[config.mk]
export PLATFORM = sky130hd
export DESIGN_NAME = timer_datapath
export DESIGN_NICKNAME = d
export VERILOG_FILES = /design/src/rtl/timer_datapath.sv
export SDC_FILE = /design/constraint.sdc
export NUM_CORES = 1
export LEC_CHECK = 0
export BUFFER_PORTS_ARGS = -buffer_cell sky130_fd_sc_hd__buf_2
export CORE_AREA = 2 2 42 44
export DETAILED_ROUTE_END_ITERATION = 7
export DIE_AREA = 0 0 44 46
export PLACE_DENSITY = 0.76
export RECOVER_POWER = 50
export SKIP_CTS_REPAIR_TIMING = 1
export SYNTH_ARGS = -nofsm -noshare
export SYNTH_HDL_FRONTEND = slang
export SYNTH_SLANG_ARGS = --single-unit
[constraint.sdc]
create_clock -name clk -period 3.9 [get_ports clk]
set_input_delay 0.39 -clock clk [delete_from_list [all_inputs] [get_ports clk]]
set_output_delay 0.39 -clock clk [all_outputs]
set_load 0.01 [all_outputs]
[src/rtl/timer_datapath.sv]
// timer_datapath: captures a serial delay MSB-first, then counts down (delay+1)*CYCLES_PER_UNIT cycles
module timer_datapath #(
    parameter int WIDTH           = 4,
    parameter int CYCLES_PER_UNIT = 1000
) (
    input  logic             clk,
    input  logic             resetn,
    input  logic             data,
    input  logic             shift_ena,
    input  logic             counting,
    output logic [WIDTH-1:0] count,
    output logic             done_counting
);
    localparam int SW = (CYCLES_PER_UNIT > 1) ? $clog2(CYCLES_PER_UNIT) : 1;
    localparam logic [SW-1:0] SUB_MAX = SW'(CYCLES_PER_UNIT - 1);

    logic [WIDTH-1:0] delay_q, delay_d;
    logic [SW-1:0]    sub_q, sub_d;
    logic             delay_zero, sub_zero;

    assign delay_zero = (delay_q == '0);
    assign sub_zero   = (sub_q == '0);

    // Shift wins over counting; a fully drained counter saturates instead of wrapping
    always_comb begin
        delay_d = delay_q;
        sub_d   = sub_q;
        if (shift_ena) begin
            delay_d = WIDTH'({delay_q, data});
            sub_d   = SUB_MAX;
        end else if (counting) begin
            if (!sub_zero) begin
                sub_d = sub_q - SW'(1);
            end else if (!delay_zero) begin
                delay_d = delay_q - WIDTH'(1);
                sub_d   = SUB_MAX;
            end
        end
    end

    always_ff @(posedge clk or negedge resetn) begin
        if (!resetn) begin
            delay_q <= '0;
            sub_q   <= SUB_MAX;
        end else begin
            delay_q <= delay_d;
            sub_q   <= sub_d;
        end
    end

    assign count         = delay_q;
    assign done_counting = counting & delay_zero & sub_zero;
endmodule

==> metrics.md <==
| Metric | Value |
|---|---|
| Min-delay worst type | primary input to asynchronous set/reset pin |
| Worst setup SP type | register |
| Drc violations | 0 |
| Initial Util | 55.0% |
| Total Routing Usage GR | 21.2% |
| Sequential share of power | 52.3% |
| Register area share after synthesis | about two fifths |
| Worst path arrival time | 1.85 ns |
| Chip width | 44 um |
| Root Buffer | clkbuf_4 |
| Max frequency | 446 MHz |
| Synth warnings | 0 |
| Vias | 760 |
| Final period util | 57.5% |
| IO buf count | 9 |
| Commonest non-fill, non-tap cell in the layout | nor2_1 |
| Status | finished, final reports clean |
| Cell depth of the worst flop-to-flop path | 6 |
| Synth Register Bits | 14 |
| Die height | 46 um |
| Vias in the first global route | 683 |
| Initial antenna violation count | 0 |
| Total gr overflow | 0 |
| Minimum clock period | ~2.2 ns |
| Setup TNS | 0 ns |
| Worst Setup EP | done_counting |
| Slew HR | between 50% and 60% |
| Crit path buffers/inverters | 2 |
| H-tree depth | 1 |
| Max Cap Viol | 0 |
| Comb pwr share | 14.9% |
| Worst reg2reg path endpoint | count[1] |
| Routed wire length on met3 | around 68 um |
| Final Wtd Congestion | 0.838 |
| HPWL Detailed | approximately 1.4 mm |
| Register area | 360 um2 |
| Clk pwr share | 32.9% |
| Largest area contributor in the netlist | dfstp_2 |
| Vias per cell | 6.23 |
| Worst Tran Pin Value | between 0.7 and 0.8 ns |
| Layout cells sized above 1 | 25.7% |
| Number of CTS-inserted buffers | 3 |
| CTS tree | done |
| Distinct cell type count after synthesis | 38 |
| Clk buf depth | 2 |
| Most frequent cells in the layout | nor2_1, a21oi_1, dfstp_2 |
| Multi-input combinational cell area | between 400 and 500 um2 |
| Antenna violation net count after detailed routing | 0 |
| Max Slew Vio Count | 0 |
| Nets | 114 |
| WL per Instance | 15.2 um |
| Maximum VDD drop | between 200 and 250 uV |
| Row count | 15 |
| P_sw | 0.0874 mW |
| Placeable Area | around 0.0016 mm2 |
| Worst hold margin | 0.128 ns |
| Pwr per Cell Area | around 330 mW/mm2 |
| Crit. Startpoint | count[0] |
| Max Fanout on Critical Path | 7 |
| Post-Syn Area | 887 um2 |
| Internal | 0.233 mW |
| Lkg Pwr | 0.399 nW |
| Stages on the worst setup path | 6 |
| Post-synthesis area per instance | 9.44 um2 |
| Clk_lat worst skew | 0.29 ns |
| Area Growth Syn to Fin | 10.3% |
| Clock Pin Slew Worst Setup and Hold Paths | 0.09 ns |
| Initial DRT Pass Iterations | 4 |
| Largest net degree at the start of global routing | 17 |
| Switch share | 27.3% |
| Area of the die | 0.00202 mm2 |
| # setup viols final | 0 |
| Ports | 10 |
| Post-synth EDFFs | 0 |
| # diodes | 0 |
| Async SR Flop Fraction | 100% |
| Slowest-stage cell, CP | nor3b_2 |
| Final Hold Fails | 0 |
| Cells after Synth | 94 |
| Metal-1 WL | 871 um |
| R2r startpoint | sub_q[1] |
| Num Clock Sinks | 14 |
| Worst EP required | 3.51 ns |
| Setup repair after global routing missed its margin | false |
| Clock Skew | 0.00601 ns |
| Syn_nets | 102 |
| Setup slack, reg-to-reg | 1.79 ns |
| Crit Path Category | register to output pin |
| Crit path max-delay family | simple AND/OR/NAND/NOR gates |
| Filler cell count in the final layout | 149 |
| Worst-path cell chain | inv_1, ha_1, nor3b_2, nand2_1, nor2_1, buf_2 |
| Routed wire length | ~1.9 mm |
| Metal2 WL | 869 um |
| Synth top area share | about a quarter |
| Dominant synthesized flop cell | dfstp_2 |
| First-pass GRT wire length | between 3 and 4 mm |
| Synth area leaders | dfstp_2, dfrtp_1, nor2_1 |
| Top Layer Used | met4 |
| Number of DRC markers in iteration 0 | 19 |
| Crit. End Element | output pin |
| Slowest stage delay, CP | about 0.49 ns |
## synth_stat cells, types with 3 or more instances
cell	number
a21oi_1	8
a31oi_1	3
dfrtp_1	6
dfstp_2	8
ha_1	3
inv_1	6
nand2_1	4
nand3_1	3
nor2_1	11
nor3_1	4
o21ai_0	3
## worst min-delay path by stage
stage	to	cells past startpoint
floorplan	count[0]	0
global placement	count[3]	1
detailed placement	sub_q[4]	1
CTS	count[3]	1
global route	count[2]	1
finish	count[3]	1
## kinds of logic (layout without fill, tap and decap cells)
logic type | after synthesis | count (layout) | synth area share [%]
compound gates | 26 | 26 | 20.2
xor+xnor | 2 | 2 | 1.97
fa+ha+maj | 3 | 3 | 4.23
buf+inv | 8 | 19 | 3.39
flops | 14 | 14 | 40.6
mux | 1 | 1 | 1.27
simple gates | 40 | 40 | 28.3
## sequential cells by signal, summed over array words and instances (netlist names)
name,cells
count,4
sub_q,10
## stage by stage
step | util, % | setup WS, ns | area (um2) | std cells | total power, mW
after floorplan | - | 2.00 | 887 | 94 | 0.199
after global placement | 58.6 | 1.85 | 946 | 118 | 0.216
after detailed placement | 58.6 | 1.81 | 946 | 118 | 0.219
after CTS | 60.9 | 1.67 | 982 | 122 | 0.325
after global routing | 60.6 | 1.52 | 978 | 122 | 0.337
final | 60.6 | 1.66 | 978 | 122 | 0.320
## final cells by class
class | count | area share, %
flip-flops and latches | 14 | 36.8
multi-input cells | 72 | 50.8
well taps | 17 | 2.17
clock buffers | 4 | 3.71
repair buffers | 9 | 4.22
inverters | 6 | 2.30
## layer usage
metal  global-route usage, %  up-vias
met5                       0        -
met4                    11.5        0
met3                    2.38        4
met2                    31.5       17
met1                    30.0      361
li1                        -      378
## worst register-to-register path: cells and delay by family (launching register included)
family / cells / cell delay (ns)
compound gates: 1 / 0.11
fa+ha+maj: 1 / 0.23
buf+inv: 1 / 0.07
simple gates: 2 / 0.87
mux: 1 / 0.38
flops: 1 / 0.38
## power groups by stage
stage / Sequential, mW / Clock [mW] / Combinational [mW]
5_1_grt: 0.170 / 0.112 / 0.0551
3_3_place_gp: 0.169 / 0 / 0.0463
6_report: 0.167 / 0.105 / 0.0476
3_5_place_dp: 0.170 / 0 / 0.0489
4_1_cts: 0.167 / 0.108 / 0.0492
2_1_floorplan: 0.170 / 0 / 0.0290
Note: power is estimated with default switching activity, not from simulation.
